[src/rtl/shared_resource_arbiter.sv]
// Round-robin / time-division arbiter sharing one fixed-latency resource between
// N_REQ requesters; only one transaction is ever in flight.
module shared_resource_arbiter #(
    parameter int N_REQ       = 4,
    parameter int DATA_W      = 32,
    parameter int RES_LATENCY = 1
) (
    input  logic                    clk,
    input  logic                    reset,
    input  logic                    tdm_en,
    input  logic [N_REQ-1:0]        req_valid,
    input  logic [N_REQ*DATA_W-1:0] req_data,
    output logic [N_REQ-1:0]        req_ready,
    output logic [N_REQ-1:0]        resp_valid,
    output logic [DATA_W-1:0]       resp_data,
    output logic [DATA_W-1:0]       res_input,
    input  logic [DATA_W-1:0]       res_output,
    output logic                    busy
);

    localparam int IDX_W = $clog2(N_REQ);
    localparam int CNT_W = (RES_LATENCY > 1) ? $clog2(RES_LATENCY) : 1;
    localparam logic [IDX_W:0]   N_REQ_EXT = (IDX_W+1)'(N_REQ);
    localparam logic [IDX_W-1:0] LAST_IDX  = IDX_W'(N_REQ - 1);
    localparam logic [CNT_W-1:0] CNT_LOAD  = CNT_W'(RES_LATENCY - 1);

    typedef enum logic [1:0] {
        IDLE = 2'd0,
        WAIT = 2'd1,
        RESP = 2'd2
    } state_t;

    state_t            r_state;
    state_t            w_nextState;
    logic [IDX_W-1:0]  r_rrPtr;
    logic [IDX_W-1:0]  r_owner;
    logic [CNT_W-1:0]  r_counter;
    logic              r_dummy;
    logic [DATA_W-1:0] r_resInput;
    logic [DATA_W-1:0] r_respData;
    logic [N_REQ-1:0]  r_respValid;

    logic [DATA_W-1:0] w_reqWord [N_REQ];
    logic [IDX_W:0]    w_cand;
    logic              w_grantFound;
    logic [IDX_W-1:0]  w_grantIdx;
    logic [IDX_W-1:0]  w_selIdx;
    logic [DATA_W-1:0] w_selData;
    logic              w_slotValid;
    logic              w_launch;
    logic              w_handshake;

    function automatic logic [IDX_W-1:0] nextIdx(input logic [IDX_W-1:0] idx);
        return (idx == LAST_IDX) ? '0 : idx + 1'b1;
    endfunction

    always_comb begin
        for (int i = 0; i < N_REQ; i++) begin
            w_reqWord[i] = req_data[i*DATA_W +: DATA_W];
        end
    end

    // First valid requester searching upward from the round-robin pointer.
    always_comb begin
        w_grantFound = 1'b0;
        w_grantIdx   = '0;
        w_cand       = '0;
        for (int k = 0; k < N_REQ; k++) begin
            w_cand = {1'b0, r_rrPtr} + (IDX_W+1)'(k);
            if (w_cand >= N_REQ_EXT) begin
                w_cand = w_cand - N_REQ_EXT;
            end
            if (!w_grantFound && req_valid[w_cand[IDX_W-1:0]]) begin
                w_grantFound = 1'b1;
                w_grantIdx   = w_cand[IDX_W-1:0];
            end
        end
    end

    // In TDM mode the slot owner is fixed by the pointer and a slot is spent even when unused.
    always_comb begin
        w_slotValid = req_valid[r_rrPtr];
        w_selIdx    = tdm_en ? r_rrPtr : w_grantIdx;
        w_selData   = w_reqWord[w_selIdx];
        w_launch    = (r_state == IDLE) && (tdm_en || w_grantFound);
        w_handshake = (r_state == IDLE) && (tdm_en ? w_slotValid : w_grantFound);
    end

    always_ff @(posedge clk or negedge reset) begin
        if (!reset) begin
            r_state <= IDLE;
        end else begin
            r_state <= w_nextState;
        end
    end

    always_comb begin
        w_nextState = r_state;
        case (r_state)
            IDLE: begin
                if (w_launch) begin
                    w_nextState = WAIT;
                end
            end
            WAIT: begin
                if (r_counter == '0) begin
                    w_nextState = RESP;
                end
            end
            RESP:    w_nextState = IDLE;
            default: w_nextState = IDLE;
        endcase
    end

    always_comb begin
        req_ready = '0;
        busy      = (r_state != IDLE);
        if (r_state == IDLE) begin
            if (tdm_en) begin
                req_ready[r_rrPtr] = w_slotValid;
            end else if (w_grantFound) begin
                req_ready[w_grantIdx] = 1'b1;
            end
        end
    end

    // res_input only moves on a real handshake; a dummy slot leaves it untouched.
    always_ff @(posedge clk or negedge reset) begin
        if (!reset) begin
            r_rrPtr     <= '0;
            r_owner     <= '0;
            r_counter   <= '0;
            r_dummy     <= 1'b0;
            r_resInput  <= '0;
            r_respData  <= '0;
            r_respValid <= '0;
        end else begin
            r_respValid <= '0;
            case (r_state)
                IDLE: begin
                    if (w_launch) begin
                        r_owner   <= w_selIdx;
                        r_rrPtr   <= nextIdx(w_selIdx);
                        r_counter <= CNT_LOAD;
                        r_dummy   <= !w_handshake;
                        if (w_handshake) begin
                            r_resInput <= w_selData;
                        end
                    end
                end
                WAIT: begin
                    if (r_counter != '0) begin
                        r_counter <= r_counter - 1'b1;
                    end
                end
                RESP: begin
                    r_respData <= res_output;
                    if (!r_dummy) begin
                        r_respValid[r_owner] <= 1'b1;
                    end
                end
                default: ;
            endcase
        end
    end

    assign res_input  = r_resInput;
    assign resp_data  = r_respData;
    assign resp_valid = r_respValid;

endmodule

[config.mk]
export PLATFORM = sky130hd
export DESIGN_NAME = shared_resource_arbiter
export DESIGN_NICKNAME = d
export VERILOG_FILES = /design/src/rtl/shared_resource_arbiter.sv
export SDC_FILE = /design/constraint.sdc
export NUM_CORES = 1
export LEC_CHECK = 0
export ABC_AREA = 1
export CAP_MARGIN = 20
export CELL_PAD_IN_SITES_DETAIL_PLACEMENT = 1
export CELL_PAD_IN_SITES_GLOBAL_PLACEMENT = 2
export CORE_ASPECT_RATIO = 1.1
export CORE_MARGIN = 3
export CORE_UTILIZATION = 22
export CTS_CLUSTER_DIAMETER = 40
export DETAILED_ROUTE_END_ITERATION = 8
export PLACE_DENSITY = 0.92
export SYNTH_ARGS = -nofsm -noshare
export SYNTH_HDL_FRONTEND = slang
export SYNTH_SLANG_ARGS = --single-unit
[constraint.sdc]
create_clock -name clk -period 3.4 [get_ports clk]
set_input_delay 0.34 -clock clk [delete_from_list [all_inputs] [get_ports clk]]
set_output_delay 0.34 -clock clk [all_outputs]
set_load 0.03 [all_outputs]
# [Word-level counts from Yosys, hierarchy flattened]
# Index checks and enable logic that the tools add are counted.
[word_totals] reg_bits=76 input_bits=167 output_inout_bits=73 word_cells=104
[op_classes] n_addsub=9 magnitude_cmp=15 n_eq_ne=5 muxes=45 bitwise=2 n_reduce_logical=20
[ops] operator="32-bit binary-select mux with 2-bit select" count=1
[ops] operator="32-bit 2-to-1 mux" count=2
[ops] operator="2-bit 2-to-1 mux" count=12
[ops] operator="2-bit by 3-bit less-than comparator with 1-bit output, second input constant" count=7
[ops] operator="4-bit 2-to-1 mux" count=5
[ops] operator="1-bit 2-to-1 mux" count=15
[ops] operator="3-bit >= comparator, second input constant" count=4
[ops] operator="1-bit binary-select mux with 2-bit select" count=5
[ops] operator="1-bit logical AND" count=8
[ops] operator="2-bit by 1-bit subtractor with 2-bit output, second input constant" count=4
[ops] operator="2-bit by 2-bit adder with 3-bit output, second input constant" count=2
[ops] operator="1-bit demux with 2-bit select" count=3
[ops] operator="2-bit by 1-bit >= comparator with 1-bit output, second input constant" count=3
[ops] operator="2-bit AND reduction" count=3
[ops] operator="4-bit bitwise AND" count=1
[ops] operator="2-bit == test, second input constant" count=2
[ops] operator="1-bit zero test" count=4
[ops] operator="2-bit != test, second input constant" count=2
[ops] operator="2-bit case mux with 2 select lines" count=1
[ops] operator="2-bit nonzero test" count=2
[ops] operator="2-bit by 1-bit adder with 3-bit output, second input constant" count=1
[ops] operator="2-bit by 3-bit >= comparator with 1-bit output, second input constant" count=1
[ops] operator="2-bit inverter with 3-bit output" count=1
[ops] operator="3-bit AND reduction" count=1
[ops] operator="6 further kinds" count=6

# [Logic depth before layout (Yosys ltp)]
# Gate-level depths: netlist of run 1.
[logic_depth] ltp_word=21 ltp_mapped=17 depth_no_buf=15

# [Least setup slack after synthesis of run 1]
# Ideal clock, no wire load.
[synth_timing] path_kind="reg-to-output" startpoint="register r_rrPtr[1]" endpoint="output port req_ready[3]" arrival_time_ns=2.277 t_required_ns=3.060 slack_ns=0.783 path_stages_with_launch=15 path_buffers=2 path_cell_list="dfrtp_1 -> inv_2 -> ha_1 -> inv_1 -> nand3_1 -> nand2_2 -> nor2_1 -> nor2_1 -> nand2_1 -> nand3_2 -> buf_6 -> buf_2 -> nor2_1 -> a31oi_1 -> nor2_1"
[synth_via] elab_chain_len=21 word_cells_on_any_way=53 classes_between="add/sub: 7; order compare: 8; mux: 29; bitwise: 1; reduce/logical: 8"
[synth_rtl] element="start, declared" line_no="35" rtl="logic [IDX_W-1:0] r_rrPtr;"
[synth_rtl] element="start signal, assigned" line_no="143" rtl="r_rrPtr <= nextIdx(w_selIdx);"
[synth_rtl] element="branches (longest 19 deep; another with 2-bit by 1-bit adder with 3-bit output)"
[synth_rtl] element="4-bit 2-to-1 mux *" line_no="119" rtl="if (tdm_en) begin"
[synth_rtl] element="4-bit 2-to-1 mux *" line_no="118" rtl="if (r_state == IDLE) begin"
[synth_rtl] element="end, declared" line_no="13" rtl="output logic [N_REQ-1:0] req_ready,"
# Every way passes the cells marked *. The select of a mux whose other input is x is not followed.

# [Final worst setup path of run 1]
[layout_timing] startpoint="register r_rrPtr[1]" endpoint="output port req_ready[0]"
# The elaborated chain is that of the path after synthesis.

==> summary.md, run 1 <==
At the end of the flow, the number of nets in the layout was 1098. In this run, distinct cell masters in the synthesized netlist total 25. The floorplan has 56 rows. From bottom edge to top edge, the die measures 162 um. Clock-pin slew was measured on the worst setup and hold paths at 0.06 ns.

The maximum fanout count along the critical path was 8. The clock tree synthesis step divided the H-tree into 3 levels. After layout, the minimum clock period comes to 3.18 ns. The I/O pin count was 240. The post-detailed-route DRC marker count is 0, and the area share of the largest cell type after synthesis is 0.386.

The die covers 23900 um2. The core region is 21500 um2. The met2 capacity usage during global routing is 0.259.

The iteration-0 DRC count of the detailed router is 108. The most congested layer reported by global routing is met2. By area, the combinational part of the netlist is dominated by simple AND/OR/NAND/NOR gates.

The final clock period utilization by the worst path is 0.935, and the count of mapped cells out of synthesis is 701. The fraction of final layout cells with drive strength greater than 1 was 0.0881. The flow ran to the end, and the final reports show no timing, DRC or antenna violations. Setup repair after global routing left no endpoint under its margin.

The tightest hold path in the finished design has a slack of 0.384 ns. Highest-delay cell along the critical path: sky130_fd_sc_hd__dfrtp_1. At the pin with the least slew margin, the transition time is 0.770 ns. TritonCTS built the clock tree. The tools report the synthesized net count as 873. Using the TritonRoute via totals, the vias-per-cell ratio works out to 4.33. The via count of the first global-routing pass is 5466, and the detailed-placement wirelength estimate is 13500 um.

Synthesis inferred 75 register bits. The routability-driven placement congestion ratio was 0.779; the number of input and output port buffers inserted was 239. The clock tree root driver cell is sky130_fd_sc_hd__clkbuf_16. The area fraction in compound gates after synthesis was 0.0159. The run gives 4870 um2 as the total standard cell area after synthesis. The number of sinks handled by clock tree synthesis is 75, and the worst path buffer plus inverter count is 3. The worst setup path is launched from a register.

Maximum vdd drop: 0.432 mV. The total routing usage reported by global routing was 0.148; the met3 usage was 0.0497. The met1 global-route usage was 0.172.

Entering global routing, the biggest net connects 76 pins. Power comes to 7.50 mW. At the worst endpoint, the required time is 3.06 ns. The max-slew violation count is 0, and the share of synthesized area occupied by flip-flops and latches is 0.386. The adder and majority gate portion of the synthesized area was 0.0129; the count of non-filler cells in the finished layout was 1221. From synthesis to final layout, the design area changed by 61.5%. The number of failing setup endpoints in the final timing report came out at 0.

The top cell types in the final layout, fill and taps aside, are sky130_fd_sc_hd__clkdlybuf4s50_1 (234), sky130_fd_sc_hd__nand2_1 (224), sky130_fd_sc_hd__inv_1 (141). The library cell used most frequently in the layout, excluding fill and tap cells, is sky130_fd_sc_hd__clkdlybuf4s50_1. The largest total area in the synthesized netlist belongs to sky130_fd_sc_hd__dfrtp_1. Overall via count from detail_route: 5292. In this run the mean area of a mapped cell was 6.94 um2. The xor/xnor cell area share of the yosys netlist was 0; the fraction of the mapped netlist area in simple logic gates was 0.353. The sum of negative setup slack was 0 ns. The sum of overflow across all layers after global routing is 0, and the power density relative to cell area is 953 nW/um2. The remaining max-slew budget at the tightest pin was 0.487; the smallest setup slack after layout was 0.221 ns. The share of cell area taken by muxes after synthesis came out at 0.0740. The number of fillers in the final layout is 2662. The cell family contributing the most delay on the critical path is buffers and inverters.

The logs give 4.01 nW for the leakage power and 0 for the number of hold violations in the final report. The logs give 0 for the count of antenna diodes in the layout and 0.34 ns for the clock latency at the later pin of the worst-skew pair. For the number of maximum-capacitance violations, the log shows 0.

For this run, the top clock speed supported by timing is 315 MHz. Clock tree synthesis inserted a total of 9 buffers. The worst hold-check path type is input pin to asynchronous set/reset pin.

Peak per-stage delay on the critical path: 0.48 ns. The detailed-routing iteration count for the pre-antenna-repair pass is 4, and the number of placed cells counting well taps is 1203. Dividing the detail-routed wire length by the instance count gives 14.9 um. The logs give 0.226 for the effective utilization at floorplan and 0 for the initial antenna violation count. Sorting the synthesized cells by area gives the leading types as sky130_fd_sc_hd__dfrtp_1 (39%), sky130_fd_sc_hd__nand2_1 (17%), sky130_fd_sc_hd__nand3_1 (14%).

The maximum buffer depth of the clock tree is 2, and the horizontal extent of the die is 148 um. At the worst endpoint, the arrival time is 2.84 ns. The clock arrives with 0.0103 ns of skew. Timing analysis after detailed placement gives a worst setup slack of 0.294 ns.

The kind of critical path is register to output pin. The total detailed-routing wirelength was 18100 um. The critical path goes through inv_2, ha_1, inv_1, nand3_1, nand2_2, a21oi_1, nand2_1, a211oi_1, nand2_1, a21oi_1, dlygate4sd2_1.

The element type at the critical path end was an output pin. The remaining antenna violation count after routing came out at 0. The tools report the post-CTS setup-driven buffer insertion count as 0. The first global-routing pass estimated 28500 um of wire.

The Yosys step of the flow raised 0 warnings.
## routing by layer
metal  up-vias  share of wire
li1       2595              -
met1      2483           0.42
met2       192           0.48
met3        22          0.082
met4         0          0.016
met5         -              0
## cells by family (layout without fill, tap and decap cells)
| group | Yosys count | after routing |
|---|---|---|
| flops | 75 | 75 |
| simple gates | 393 | 393 |
| mux | 32 | 32 |
| buf+inv | 183 | 413 |
| compound gates | 13 | 13 |
| fa+ha+maj | 5 | 5 |
## metrics by stage
stage | cell area (um2) | util
2_1_floorplan | 4870 | -
3_3_place_gp | 7490 | 0.348
3_5_place_dp | 7490 | 0.348
4_1_cts | 7820 | 0.364
5_1_grt | 7860 | 0.365
6_report | 7860 | 0.365
## cells in the mapped netlist
cell / n
sky130_fd_sc_hd__a211oi_1: 1
sky130_fd_sc_hd__a21oi_1: 4
sky130_fd_sc_hd__a21oi_2: 1
sky130_fd_sc_hd__a31oi_1: 3
sky130_fd_sc_hd__buf_2: 15
sky130_fd_sc_hd__buf_4: 6
sky130_fd_sc_hd__buf_6: 6
sky130_fd_sc_hd__clkbuf_1: 11
sky130_fd_sc_hd__dfrtp_1: 75
sky130_fd_sc_hd__ha_1: 5
sky130_fd_sc_hd__inv_1: 141
sky130_fd_sc_hd__inv_2: 4
sky130_fd_sc_hd__mux2_2: 32
sky130_fd_sc_hd__nand2_1: 225
sky130_fd_sc_hd__nand2_2: 8
sky130_fd_sc_hd__nand2_4: 1
sky130_fd_sc_hd__nand3_1: 138
sky130_fd_sc_hd__nand3_2: 3
sky130_fd_sc_hd__nand3b_1: 1
sky130_fd_sc_hd__nand4_1: 1
sky130_fd_sc_hd__nor2_1: 11
sky130_fd_sc_hd__nor3_2: 1
sky130_fd_sc_hd__nor4_1: 4
sky130_fd_sc_hd__o21ai_0: 3
sky130_fd_sc_hd__o31ai_1: 1
## where the power goes
part | total (mW) | internal (mW) | switching (mW)
Combinational | 4.85 | 1.83 | 3.02
Sequential | 1.57 | 1.33 | 0.237
Clock | 1.08 | 0.671 | 0.406
## final cells by class
cell class	count	area, um2	share of cell area
sequential	75	1880	0.239
clock buffer	10	239	0.0304
inverter	145	544	0.0692
tap	290	363	0.0462
multi-input combinational	443	2230	0.283
clock inverter	6	95.1	0.0121
timing repair buffer	252	2520	0.320
## flip-flops by register name, indices dropped and copies added (netlist names)
name / count
resp_data: 32
resp_valid: 4
res_input: 32
r_owner: 2
r_state: 2
r_rrPtr: 2
r_dummy: 1
## final timing paths
check                                  startpoint                         to  slack, ns  depth (start not counted)
min in group clk           r_state[1]$_DFFE_PN0P_     r_state[1]$_DFFE_PN0P_       0.47                          1
max reg2reg                r_rrPtr[1]$_DFFE_PN0P_   res_input[5]$_DFFE_PN0P_       0.51                         16
max                        r_rrPtr[1]$_DFFE_PN0P_               req_ready[0]       0.22                         11
min reg2reg                r_state[1]$_DFFE_PN0P_     r_state[1]$_DFFE_PN0P_       0.47                          1
max in group asynchronous                   reset  res_input[31]$_DFFE_PN0P_       2.43                          3
min                                         reset  resp_data[26]$_DFFE_PN0P_       0.38                          2
## what timing repair did
item,4_1_cts,5_1_grt
hold buffers,0,1
gates resized for setup,2,1
endpoints found under the setup margin,2,1
endpoints found under the hold margin,0,6
pin swaps,0,0
No activity file was read; power rests on OpenSTA's default activity.
==> run 2, diff against run 1 <==
--- a/config.mk
+++ b/config.mk
@@ -6,14 +6,13 @@
 export NUM_CORES = 1
 export LEC_CHECK = 0
 export ABC_AREA = 1
-export CAP_MARGIN = 20
 export CELL_PAD_IN_SITES_DETAIL_PLACEMENT = 1
 export CELL_PAD_IN_SITES_GLOBAL_PLACEMENT = 2
-export CORE_ASPECT_RATIO = 1.1
 export CORE_MARGIN = 3
 export CORE_UTILIZATION = 22
 export CTS_CLUSTER_DIAMETER = 40
 export DETAILED_ROUTE_END_ITERATION = 8
+export MAX_ROUTING_LAYER = met4
 export PLACE_DENSITY = 0.92
 export SYNTH_ARGS = -nofsm -noshare
 export SYNTH_HDL_FRONTEND = slang
==> run 2 against run 1 <==
  * Critical path type unchanged
  * Fmax up 1.6%
  * Highest routed layer unchanged
  * Register-to-register slack got worse by 0.02 ns
  * Hold slack got worse by 0.23 ns
  * Via count is 0.57% lower
  * Flip-flop and latch count is the same
  * Non-clock buffer count fell by 2
  * Largest power group unchanged
  * Final area is 1.2% lower
==> summary.md, run 2 (synthesized netlist as in run 1, its figures left out) <==
The critical register-to-register path startpoint is r_rrPtr[1]$_DFFE_PN0P_. The remaining max-slew budget at the tightest pin was 0.335 (-0.152). The initial antenna violation count came out at 0 (unchanged). Count of non-filler cells in the finished layout: 1204 (-1.4%). The slack of the worst reg-to-reg path was 0.49 ns (-0.02 ns). The total internal power is 3.74 mW (-2.4%).

The detailed-routing iteration count for the pre-antenna-repair pass is 4 (unchanged). The critical path is of the register to output pin type. In this run the critical register-to-register path is captured at res_input[0]$_DFFE_PN0P_. The logs give 21400 um2 (-0.73%) for the placeable core area and 0 (unchanged) for the max-slew violation count.

The maximum achievable frequency was 320 MHz (+1.6%); the final clock period utilization by the worst path was 0.920 (-0.0149). The tools report the H-tree level count as 3 (unchanged). I/O pin count: 240 (unchanged). The kind of start point of the critical path is a register.

The relative contribution of the clock network to total power is 0.137 (-0.007), and the leakage power is 3.98 nW (-0.86%). The largest net degree at the start of global routing is 76 (unchanged). The tools report the clock latency at the later pin of the worst-skew pair as 0.35 ns (about the same).

TritonCTS built the clock tree. The run gives 0.360 ns (+0.0659 ns) as the post-place setup slack. The logs give 0 (unchanged) for the number of failing setup endpoints in the final timing report and 53 (-5.4%) for the number of cell rows.

The iteration-0 DRC count of the detailed router is 205 (+90%), and the number of fillers in the final layout is 2653 (-0.34%). The tools report the sequential group share of total power as 0.211 (+0.002). The worst setup path is captured at an output pin. The run gives 0.158 ns (-0.226 ns) as the worst hold slack after final layout. The remaining antenna violation count after routing came out at 0 (unchanged). The tools report the overall via count from detail_route as 5262 (-0.57%).

The average via count per standard cell came out at 4.37 (+0.84%). The number of hold violations in the final report came out at 0 (unchanged). The data required time at the worst endpoint was 3.06 ns (about the same). The path class of the tightest hold or removal check is input pin to asynchronous set/reset pin. The tools report the sum of overflow across all layers after global routing as 0 (unchanged).

The number of buffers created by CTS is 9 (unchanged). The switching power summed over all nets is 3.66 mW (-0.17%). The top cell types in the final layout, fill and taps aside, are sky130_fd_sc_hd__clkdlybuf4s50_1 (234), sky130_fd_sc_hd__nand2_1 (224), sky130_fd_sc_hd__inv_1 (141).

Actual slew at the worst max-slew pin: 0.997 ns (+0.227 ns). The average detailed-routed wire length per instance came out at 15.3 um (+3.1%). The hold buffer count at cts is 0 (unchanged).

The logs give 0.272 ns (+0.0507 ns) for the smallest setup slack after layout and 7770 um2 (-1.2%) for the final instance area. The switching part of the total is 0.494 (+0.00558). Die area: 23900 um2 (about the same). The total cell area at the placement stage is 7460 um2 (-0.42%). The number of nets at the end of the flow is 1096 (-0.18%), and the maximum fanout count along the critical path is 8 (unchanged).

Effective utilization at floorplan: 0.228 (+0.00167). For the worst clock skew on the final layout, the log shows 0.00985 ns (-0.000455 ns). The run gives 2.79 ns (-0.05 ns) as the critical path data arrival time.

The number of input and output port buffers inserted is 239 (unchanged). The worst reg2reg path depth is 16 (unchanged). The combinational share of power was 0.651 (+0.004). The most common cell after layout, fill and taps aside was sky130_fd_sc_hd__clkdlybuf4s50_1. The flow ran to the end, and the final reports show no timing, DRC or antenna violations.

Maximum vdd drop: 0.266 mV (-38%). The total routing usage reported by global routing came out at 0.155 (+0.00647). The logs give 5213 (-4.6%) for the via count of the first global-routing pass and 0 (unchanged) for the count of antenna diodes in the layout. The post-cts repair resize count is 2 (unchanged). Sum of negative setup slack: 0 ns (unchanged).

The fraction of final layout cells with drive strength greater than 1 was 0.0872 (-0.000887). The area growth from synthesis to layout is 59.6%. Horizontal extent of the die: 155 um (+4.7%). The post-CTS setup-driven buffer insertion count is 0 (unchanged). Clock-pin slew of the registers on the worst-case setup and hold paths: 0.07 ns (about the same). The root buffer cell chosen for the clock tree is sky130_fd_sc_hd__clkbuf_16. Power density relative to cell area: 952 nW/um2 (-0.11%).

For the number of maximum-capacitance violations, the log shows 0 (unchanged). The run gives 18400 um (+1.7%) as the total detailed-routing wirelength. The final core utilization is 0.364 (-0.00170). Post-layout total power: 7.40 mW (-1.3%).

Setup repair after global routing left no endpoint under its margin. For the routability-driven placement congestion ratio, the log shows 0.859 (+10%). The vertical die dimension is 155 um (-4.5%). The time the worst path needs with I/O delays and setup came out at 3.13 ns (-0.0507 ns). The wire length of the first global-routing pass is 28600 um (+0.48%).

Number of placed cells counting well taps: 1188 (-1.2%). For the number of sinks handled by clock tree synthesis, the log shows 75 (unchanged). The maximum buffer depth of the clock tree was 2 (unchanged); the detailed-placement wirelength estimate was 13900 um (+2.7%). The post-detailed-route DRC marker count is 0 (unchanged).
run 2: changes by cell type in the layout (fill, tap and decap cells not counted):
cell,change
sky130_fd_sc_hd__dlygate4sd3_1,-1
sky130_fd_sc_hd__bufinv_16,-1
sky130_fd_sc_hd__clkinv_4,-1
sky130_fd_sc_hd__clkinvlp_4,+2
sky130_fd_sc_hd__dlygate4sd2_1,+1
sky130_fd_sc_hd__buf_4,+1
sky130_fd_sc_hd__clkdlybuf4s15_1,-1
sky130_fd_sc_hd__buf_16,-1
sky130_fd_sc_hd__buf_12,-1
run 2: how the worst max path moves through the flow:
stage / from / endpoint / slack, ns / cells past startpoint
floorplan: r_rrPtr[1]$_DFFE_PN0P_ / req_ready[3] / 0.78 / 14
global placement: r_rrPtr[1]$_DFFE_PN0P_ / req_ready[0] / 0.42 / 11
detailed placement: r_rrPtr[1]$_DFFE_PN0P_ / req_ready[0] / 0.36 / 12
CTS: r_rrPtr[1]$_DFFE_PN0P_ / req_ready[0] / 0.26 / 12
global route: r_rrPtr[1]$_DFFE_PN0P_ / req_ready[2] / 0.0006 / 11
finish: r_rrPtr[1]$_DFFE_PN0P_ / req_ready[0] / 0.27 / 12
run 2: routing by layer:
layer | wire length [um] | part of all wire | vias to the layer above | global-route usage
met3 | 1480 | 0.080 | 18 | 0.0439
li1 | - | - | 2585 | -
met1 | 8170 | 0.44 | 2458 | 0.193
met2 | 8510 | 0.46 | 201 | 0.248
met4 | 280 | 0.015 | 0 | 0.0408
met5 | 0 | 0 | - | -
run 2: layout make-up:
| type | instances | area (um2) | share of cell area |
|---|---|---|---|
| Timing Repair Buffer | 250 | 2460 | 0.317 |
| Multi-Input combinational cell | 443 | 2230 | 0.287 |
| Sequential cell | 75 | 1880 | 0.242 |
| Inverter | 145 | 544 | 0.0701 |
| Tap cell | 275 | 344 | 0.0443 |
| Clock buffer | 10 | 239 | 0.0308 |
| Clock inverter | 6 | 71.3 | 0.00918 |
run 2: worst max-delay path: stages (launching register included):
cell                            delay (ns)
sky130_fd_sc_hd__dfrtp_1              0.47
sky130_fd_sc_hd__inv_2                0.13
sky130_fd_sc_hd__ha_1                 0.34
sky130_fd_sc_hd__inv_1                0.11
sky130_fd_sc_hd__nand3_1              0.10
sky130_fd_sc_hd__nand2_2              0.12
sky130_fd_sc_hd__nor2_1               0.06
sky130_fd_sc_hd__nor2_1               0.09
sky130_fd_sc_hd__nand2_1              0.10
sky130_fd_sc_hd__a211oi_1             0.28
sky130_fd_sc_hd__nand2_1              0.10
sky130_fd_sc_hd__a21oi_1              0.13
sky130_fd_sc_hd__dlygate4sd2_1        0.41
run 2: power by group through the flow:
stage / Combinational [mW] / Sequential (mW) / Clock, mW
5_1_grt: 5.35 / 1.62 / 1.10
3_3_place_gp: 4.84 / 1.56 / 0
6_report: 4.82 / 1.56 / 1.02
4_1_cts: 4.93 / 1.57 / 1.06
2_1_floorplan: 2.46 / 2.31 / 0
3_5_place_dp: 4.93 / 1.58 / 0
